`src/rtl/ram_stream_reader_if.sv`:
```
// Read-port and stream bundle for ram_stream_reader.
// master = the reader engine; slave = the RAM read port plus downstream consumer.
`timescale 1ns/1ps

interface ram_stream_reader_if #(
  parameter int WIDTH = 32,
  parameter int AW    = 5
);
  logic             ram_rd_en;
  logic [AW-1:0]    ram_rd_addr;
  logic [WIDTH-1:0] ram_rd_data;
  logic             m_valid;
  logic [WIDTH-1:0] m_data;
  logic             m_last;
  logic             m_ready;

  modport master (
    output ram_rd_en, ram_rd_addr, m_valid, m_data, m_last,
    input  ram_rd_data, m_ready
  );

  modport slave (
    input  ram_rd_en, ram_rd_addr, m_valid, m_data, m_last,
    output ram_rd_data, m_ready
  );
endinterface

```
`src/rtl/ram_stream_reader.sv`:
```
// Streams LEN words from a 1-cycle-latency SDP RAM read port, starting at BASE_ADDR
// with modulo-DEPTH wrap, through a 3-entry credit-controlled valid/ready buffer.
`timescale 1ns/1ps

module ram_stream_reader #(
  parameter int WIDTH     = 32,
  parameter int DEPTH     = 32,
  parameter int DEPTH_LOG = $clog2(DEPTH)
) (
  input  logic                 clk,
  input  logic                 rst_n,
  input  logic                 i_start,
  input  logic [DEPTH_LOG-1:0] i_base_addr,
  input  logic [DEPTH_LOG:0]   i_len,
  output logic                 o_busy,
  output logic                 o_done,
  ram_stream_reader_if.master  bus
);

  typedef enum logic [1:0] {
    ST_IDLE,
    ST_RUN,
    ST_FLUSH
  } state_t;

  localparam int                   BUF_DEPTH = 3;
  localparam logic [DEPTH_LOG-1:0] LAST_ADDR = DEPTH_LOG'(DEPTH - 1);
  localparam logic [DEPTH_LOG:0]   LEN_ZERO  = '0;
  localparam logic [DEPTH_LOG:0]   LEN_ONE   = (DEPTH_LOG + 1)'(1);

  state_t               r_state;
  logic                 r_busy;
  logic                 r_done;
  logic                 r_rd_en;
  logic                 r_rd_last;
  logic [DEPTH_LOG-1:0] r_rd_addr;
  logic [DEPTH_LOG:0]   r_len;
  logic [DEPTH_LOG:0]   r_issued;
  logic                 r_inflight;
  logic                 r_inflight_last;
  logic [WIDTH-1:0]     r_buf_data [BUF_DEPTH];
  logic                 r_buf_last [BUF_DEPTH];
  logic [1:0]           r_count;

  logic                 w_push;
  logic                 w_pop;
  logic [1:0]           w_count_next;
  logic [1:0]           w_wr_idx;
  logic                 w_credit_ok;
  logic                 w_last_hs;
  logic [DEPTH_LOG-1:0] w_next_addr;
  logic [DEPTH_LOG:0]   w_issued_next;

  // Data returned by the RAM this cycle belongs to the read issued last cycle.
  assign w_push        = r_inflight;
  assign w_pop         = (r_count != 2'd0) && bus.m_ready;
  assign w_count_next  = r_count + {1'b0, w_push} - {1'b0, w_pop};
  assign w_wr_idx      = r_count - {1'b0, w_pop};
  assign w_last_hs     = w_pop && r_buf_last[0];
  assign w_next_addr   = (r_rd_addr == LAST_ADDR) ? '0 : r_rd_addr + 1'b1;
  assign w_issued_next = r_issued + 1'b1;

  // After the next edge the buffer holds w_count_next words and r_rd_en becomes the
  // in-flight read; one more read may only be issued if that still leaves room.
  assign w_credit_ok   = ({1'b0, w_count_next} + {2'b00, r_rd_en}) < 3'd3;

  always_ff @(posedge clk or negedge rst_n) begin
    if (!rst_n) begin
      r_state         <= ST_IDLE;
      r_busy          <= 1'b0;
      r_done          <= 1'b0;
      r_rd_en         <= 1'b0;
      r_rd_last       <= 1'b0;
      r_rd_addr       <= '0;
      r_len           <= '0;
      r_issued        <= '0;
      r_inflight      <= 1'b0;
      r_inflight_last <= 1'b0;
      r_count         <= '0;
      // NOTE: the buffer is only three flops deep and its head drives M_DATA/M_LAST,
      // which must read 0 in reset, so it is reset like ordinary state.
      for (int i = 0; i < BUF_DEPTH; i++) begin
        r_buf_data[i] <= '0;
        r_buf_last[i] <= 1'b0;
      end
    end else begin
      // NOTE: sequential state uses non-blocking assignments only; a default written
      // first and overridden later in the same block is legal because the last
      // scheduled update wins.
      r_done          <= 1'b0;
      r_inflight      <= r_rd_en;
      r_inflight_last <= r_rd_last;
      r_count         <= w_count_next;

      if (w_pop) begin
        for (int i = 0; i < BUF_DEPTH - 1; i++) begin
          r_buf_data[i] <= r_buf_data[i+1];
          r_buf_last[i] <= r_buf_last[i+1];
        end
      end
      if (w_push) begin
        r_buf_data[w_wr_idx] <= bus.ram_rd_data;
        r_buf_last[w_wr_idx] <= r_inflight_last;
      end

      case (r_state)
        ST_IDLE: begin
          r_rd_en   <= 1'b0;
          r_rd_last <= 1'b0;
          if (i_start && !r_done) begin
            if (i_len == LEN_ZERO) begin
              r_done <= 1'b1;
            end else begin
              r_state   <= ST_RUN;
              r_busy    <= 1'b1;
              r_len     <= i_len;
              r_rd_en   <= 1'b1;
              r_rd_addr <= i_base_addr;
              r_issued  <= LEN_ONE;
              r_rd_last <= (i_len == LEN_ONE);
            end
          end
        end

        ST_RUN: begin
          if (r_issued == r_len) begin
            r_rd_en   <= 1'b0;
            r_rd_last <= 1'b0;
            r_state   <= ST_FLUSH;
          end else if (w_credit_ok) begin
            r_rd_en   <= 1'b1;
            r_rd_addr <= w_next_addr;
            r_issued  <= w_issued_next;
            r_rd_last <= (w_issued_next == r_len);
          end else begin
            r_rd_en   <= 1'b0;
            r_rd_last <= 1'b0;
          end
        end

        ST_FLUSH: begin
          if (w_last_hs) begin
            r_state <= ST_IDLE;
            r_busy  <= 1'b0;
            r_done  <= 1'b1;
          end
        end

        default: r_state <= ST_IDLE;
      endcase
    end
  end

  assign bus.ram_rd_en   = r_rd_en;
  assign bus.ram_rd_addr = r_rd_addr;
  assign bus.m_valid     = (r_count != 2'd0);
  assign bus.m_data      = r_buf_data[0];
  assign bus.m_last      = r_buf_last[0];
  assign o_busy          = r_busy;
  assign o_done          = r_done;

endmodule

```
`src/flat_wrapper.sv`:
```
// flat-port wrapper written by rule: the top's interface ports become plain ports
module ram_stream_reader_flat 
#(
  parameter int WIDTH     = 32,
  parameter int DEPTH     = 32,
  parameter int DEPTH_LOG = $clog2(DEPTH)
)
  (clk, rst_n, i_start, i_base_addr, i_len, o_busy, o_done, bus_ram_rd_en, bus_ram_rd_addr, bus_m_valid, bus_m_data, bus_m_last, bus_ram_rd_data, bus_m_ready);
  ram_stream_reader_if #(.WIDTH(WIDTH), .AW(($clog2(DEPTH)))) bus_i ();
  input  logic clk;
  input  logic rst_n;
  input  logic i_start;
  input  logic [DEPTH_LOG-1:0] i_base_addr;
  input  logic [DEPTH_LOG:0] i_len;
  output logic o_busy;
  output logic o_done;
  output wire logic [$bits(bus_i.ram_rd_en)-1:0] bus_ram_rd_en;
  output wire logic [$bits(bus_i.ram_rd_addr)-1:0] bus_ram_rd_addr;
  output wire logic [$bits(bus_i.m_valid)-1:0] bus_m_valid;
  output wire logic [$bits(bus_i.m_data)-1:0] bus_m_data;
  output wire logic [$bits(bus_i.m_last)-1:0] bus_m_last;
  input wire logic [$bits(bus_i.ram_rd_data)-1:0] bus_ram_rd_data;
  input wire logic [$bits(bus_i.m_ready)-1:0] bus_m_ready;
  assign bus_ram_rd_en = bus_i.ram_rd_en;
  assign bus_ram_rd_addr = bus_i.ram_rd_addr;
  assign bus_m_valid = bus_i.m_valid;
  assign bus_m_data = bus_i.m_data;
  assign bus_m_last = bus_i.m_last;
  assign bus_i.ram_rd_data = bus_ram_rd_data;
  assign bus_i.m_ready = bus_m_ready;
  ram_stream_reader #(.WIDTH(WIDTH), .DEPTH(DEPTH), .DEPTH_LOG(DEPTH_LOG)) u_core (.clk(clk), .rst_n(rst_n), .i_start(i_start), .i_base_addr(i_base_addr), .i_len(i_len), .o_busy(o_busy), .o_done(o_done), .bus(bus_i));
endmodule
```
`config.mk`:
```
export PLATFORM = sky130hd
export DESIGN_NAME = ram_stream_reader_flat
export DESIGN_NICKNAME = d
export VERILOG_FILES = /design/src/rtl/ram_stream_reader_if.sv /design/src/rtl/ram_stream_reader.sv /design/src/flat_wrapper.sv
export SDC_FILE = /design/constraint.sdc
export NUM_CORES = 1
export LEC_CHECK = 0
export CAP_MARGIN = 5
export CELL_PAD_IN_SITES_DETAIL_PLACEMENT = 0
export CELL_PAD_IN_SITES_GLOBAL_PLACEMENT = 1
export CORE_UTILIZATION = 46
export DETAILED_ROUTE_END_ITERATION = 10
export PLACE_DENSITY = 0.83
export SETUP_SLACK_MARGIN = 0.05
export SLEW_MARGIN = 30
export SYNTH_ARGS = -nofsm -noshare
export SYNTH_HDL_FRONTEND = slang
export SYNTH_SLANG_ARGS = --single-unit
```
`constraint.sdc`:
```
create_clock -name clk -period 8.8 [get_ports clk]
set_input_delay 1.76 -clock clk [delete_from_list [all_inputs] [get_ports clk]]
set_output_delay 1.76 -clock clk [all_outputs]
set_load 0.02 [all_outputs]
```
Word-level counts from Yosys, hierarchy flattened
Index checks and enable logic that the tools add are counted.
- register bits: 126
- bits of input ports: 47
- output and inout port bits: 42
- word-level logic and storage cells: 98
- $add $sub $neg: 6
- magnitude comparators: 3
- eq/ne operators: 12
- muxes and demuxes: 44
- bitwise logic cells: 2
- reduce and logical (&&, ||, !) cells: 14
- operator list (kind ; count):
    96-bit bitwise mux ; 1
    96-bit 2-to-1 mux ; 1
    32-bit demux with 2-bit select ; 1
    64-bit 2-to-1 mux ; 1
    32-bit 2-to-1 mux ; 1
    5-bit 2-to-1 mux ; 5
    6-bit 2-to-1 mux ; 4
    1-bit 2-to-1 mux ; 15
    6-bit == test ; 2
    6-bit case mux with 2 select lines ; 1
    2-bit 2-to-1 mux ; 5
    5-bit case mux with 2 select lines ; 1
    2-bit by 1-bit inequality test with 1-bit output, second input constant ; 4
    1-bit case mux with 2 select lines ; 4
    4-bit AND reduction ; 2
    6-bit by 1-bit adder with 6-bit output, second input constant ; 1
    6-bit by 1-bit == test with 1-bit output, second input constant ; 1
    6-bit zero test ; 1
    2-bit case mux with 3 select lines ; 1
    2-bit nonzero test ; 3
    5-bit by 1-bit adder with 5-bit output, second input constant ; 1
    5-bit == test, second input constant ; 1
    5-bit AND reduction ; 1
    1-bit logical AND ; 4
    other kinds (17) ; 19

Logic depth before layout (Yosys ltp)
- word-level depth: 10
- mapped depth: 13
- depth with buffers taken out: 11

Least setup slack after synthesis
Ideal clock, no wire load.
- path kind: input to register
- from: in bus_m_ready
- to: reg u_core.r_rd_addr[0] (netlist: u_core.bus.ram_rd_addr[0])
- arrival time: 3798 ps
- path slack: 4876 ps
- stages: 11
- cells stage by stage: nand2_2 xnor2_1 ha_1 xnor2_1 xnor2_1 ha_1 a211o_1 a21oi_1 buf_4 nor2_1 a221o_1
- word-level cells in the longest chain between the ends: 6
- ends and longest elaborated chain (what ; line ; source):
    from (decl) ; flat_wrapper.sv:23 ; input wire logic [$bits(bus_i.m_ready)-1:0] bus_m_ready;
    1-bit logical AND ; ram_stream_reader.sv:56 ; assign w_pop = (r_count != 2'd0) && bus.m_ready;
    2-bit by 1-bit subtractor with 2-bit output ; ram_stream_reader.sv:57 ; assign w_count_next = r_count + {1'b0, w_push} - {1'b0, w_pop};
    named net u_core.w_count_next[1] ; ram_stream_reader.sv:47 ; logic [1:0] w_count_next;
    2-bit by 1-bit adder with 3-bit output ; ram_stream_reader.sv:65 ; assign w_credit_ok = ({1'b0, w_count_next} + {2'b00, r_rd_en}) < 3'd3;
    3-bit by 2-bit < comparator with 1-bit output ; ram_stream_reader.sv:65 ;
    2-bit by 1-bit inequality test with 1-bit output (no line) ; n/a ;
    5-bit AND reduction (no line) ; n/a ;
    to (signal assigned) ; ram_stream_reader.sv:118 ; r_rd_addr <= i_base_addr;
    to (signal assigned) ; ram_stream_reader.sv:132 ; r_rd_addr <= w_next_addr;
    to (decl) ; ram_stream_reader.sv:36 ; logic [DEPTH_LOG-1:0] r_rd_addr;
The timed path passes the listed nets, and every way through them passes these cells.
A chain may end at the register's enable or synchronous reset.

==> results.yml <==
run_status:
  status: "finished, final reports clean"
global_routing:
  grt_usage: 0.191
  grt_pass1_vias: 4001
  antenna_found_initial: 0
  grt_max_degree: 77
  grt_pass1_wl_um: 19400
  overflow: 0
finish:
  diodes: 0
  final_area_sq_um: 7310
  syn_to_final_growth_pct: 22.9
  layout.nets: 644
  drive_gt1_frac: 0.131
  post-route-util: 0.579
  stdcell_count: 775
cts:
  holdBufCountCts: 0
  cts.path.max_buffers: 2
  clock_latency_ps: 410
  clock-sinks: 126
  post_cts_buffers: 0
  cts_made_buffers: 17
  cts-root-buf: "clkbuf_16"
  cts_resized: 0
  cts_tree: "yes"
  htree_num_levels: 4
  clkTransAtPathRegs_ps: 50
setup_path:
  criticalPathCategory: "primary input to register"
  crit_path_end_kind: "register"
  startpoint_type: "primary input"
  path_max_fanout: 63
  critPathArrivalTime_ps: 4780
  critPathRequiredTime_ps: 9090
place:
  io_buffers: 88
  dp_cells: 743
  dp_slack_ps: 3640
  dp_hpwl_um: 7450
  gp_congestion: 0.754
  placed_area_sq_um: 6710
floorplanning:
  die_h_um: 116
  coreArea_sq_um: 12600
  ios: 89
  die_w_um: 116
  num_rows: 41
  design.die.area_sq_um: 13400
  start_util: 0.471
timing:
  worst_pin_slew_ps: 929
  period_needed_ps: 4490
  rsz0062_at_grt: "false"
  timing.final.ws_setup_ps: 4310
  fin_tns_setup_ps: 0
  setup_viol: 0
  fin_crit_sh: 0.510
  hold_viol_final: 0
  whs_ps: 380
  maxSlewHeadroom: 0.380
  max_freq_mhz: 223
  maxSlewViolCount: 0
  fin_skew_ps: 6.46
drt:
  vias: 4016
  wl_per_cell_um: 15.1
  routed_wl_um: 11700
  route.detailed.drc: 0
  via_per_inst: 5.18
  postRouteAntennaNets: 0
  drtIter0Drc: 210
  dr.pass1.iters: 4
pwr:
  total_power_mw: 3.07
  powerDensity_nw_per_um2: 420
  power_leakage_nw: 3.14
  peakVddDrop_uv: 186
synth:
  synthFlopType: "dfrtp_1"
  synth_cells: 540
  syn-num-nets: 594
  syn_avg_cell_area_sq_um: 11.0
  syn_area_sq_um: 5950
  synth_cell_types: 44
  ys_warn_count: 0
  ys_async_sr_fraction: 1.00
  synth-seq-area-share: 0.530
  synth_edf_count: 0
  ys_ff_latch: 126
worst_hold_path:
  hold_path_class: "register to register"
flow_run:
  maxCapViolCount: 0
report_power, final:
group          leakage, nW  total (mW)  internal (mW)  switching [mW]
registers             1.53        1.06          0.877           0.186
logic                 1.31        1.33          0.615           0.711
clock network        0.299       0.683          0.447           0.236
total                 3.14        3.07           1.94            1.13
cell usage after synthesis (all sizes together) (3+ instances only):
cell type | number | area (sq um)
nand2 | 92 | 348
ha | 7 | 87.6
nor3 | 4 | 20.0
nor4 | 3 | 18.8
nor3b | 3 | 22.5
nor2 | 8 | 30.0
clkbuf | 19 | 71.3
o211ai | 3 | 22.5
nand3 | 6 | 30.0
a21oi | 7 | 38.8
o21ai | 73 | 365
inv | 4 | 15.0
dfrtp | 126 | 3150
nand4b | 3 | 26.3
mux2 | 33 | 372
o31ai | 3 | 22.5
xor2 | 4 | 35.0
buf | 42 | 313
xnor2 | 10 | 87.6
mux2i | 66 | 661
metal layers:
| metal | vias up | GRT usage | part of all wire | wire (um) |
|---|---|---|---|---|
| met3 | 17 | 0.0492 | 0.037 | 433 |
| met4 | 0 | 0.0906 | 0.019 | 222 |
| met1 | 1969 | 0.246 | 0.47 | 5520 |
| met2 | 73 | 0.303 | 0.47 | 5560 |
| li1 | 1957 | - | - | - |
| met5 | - | 0 | 0 | 0 |
cells by family (layout without fill, tap and decap cells):
| logic type | count (synthesis) | count (layout) | share of synthesized area |
|---|---|---|---|
| AO/OA/AOI/OAI | 99 | 99 | 0.0947 |
| AND/OR/NAND/NOR | 130 | 130 | 0.0991 |
| buffers and inverters | 65 | 128 | 0.0671 |
| XOR/XNOR | 14 | 14 | 0.0206 |
| adder cells (fa/ha/maj) | 7 | 7 | 0.0147 |
| flip-flops | 126 | 126 | 0.530 |
| multiplexers | 99 | 99 | 0.174 |
layout make-up:
type                       count  area (sq um)
fill                        1074          5310
sequential                   126          3150
multi-input combinational    349          2420
timing repair buffer          92           916
clock buffer                  27           543
tap                          172           215
clock inverter                 5          50.0
inverter                       4          16.3
critical path: stages:
cell and delay [ps]:
clkdlybuf4s50_1 490, nand2_2 200, clkinv_2 90, buf_6 600, ha_1 290, nand3_2 730
mux2_2 570
layout by cell type, fill, tap and decap left out, types with 3 or more instances in the layout:
master | synthesis | routed
o31ai_1 | 3 | 3
nor2_1 | 8 | 7
clkbuf_16 | 0 | 17
a21oi_1 | 6 | 5
o211ai_1 | 3 | 3
nor3_1 | 4 | 4
clkinv_2 | 0 | 5
xor2_1 | 4 | 4
nand3_1 | 6 | 5
clkbuf_8 | 0 | 8
buf_4 | 36 | 3
o21ai_1 | 10 | 10
xnor2_1 | 10 | 10
mux2i_1 | 66 | 66
o21ai_0 | 63 | 63
nand4b_1 | 3 | 3
ha_1 | 7 | 7
nor4_1 | 3 | 3
nand2_1 | 91 | 91
clkdlybuf4s50_1 | 0 | 87
mux2_2 | 33 | 33
dfrtp_1 | 126 | 126
worst paths after layout:
| path | start | endpoint | slack (ps) | cells after the start |
|---|---|---|---|---|
| max | bus_m_ready | register | 4310 | 7 |
| min | u_core.r_rd_last$_DFFE_PN0P_ | u_core.r_inflight_last$_DFF_PN0_ | 380 | 0 |
| max reg2reg | u_core.r_count[1]$_DFF_PN0_ | register | 5370 | 7 |
| min reg2reg | u_core.r_rd_last$_DFFE_PN0P_ | u_core.r_inflight_last$_DFF_PN0_ | 380 | 0 |
| max in group asynchronous | rst_n | u_core.bus.m_data[8]$_DFF_PN0_ | 6310 | 2 |
| min in group asynchronous | rst_n | u_core.bus.m_data[6]$_DFF_PN0_ | 1390 | 1 |
No activity file was read; power rests on OpenSTA's default activity.
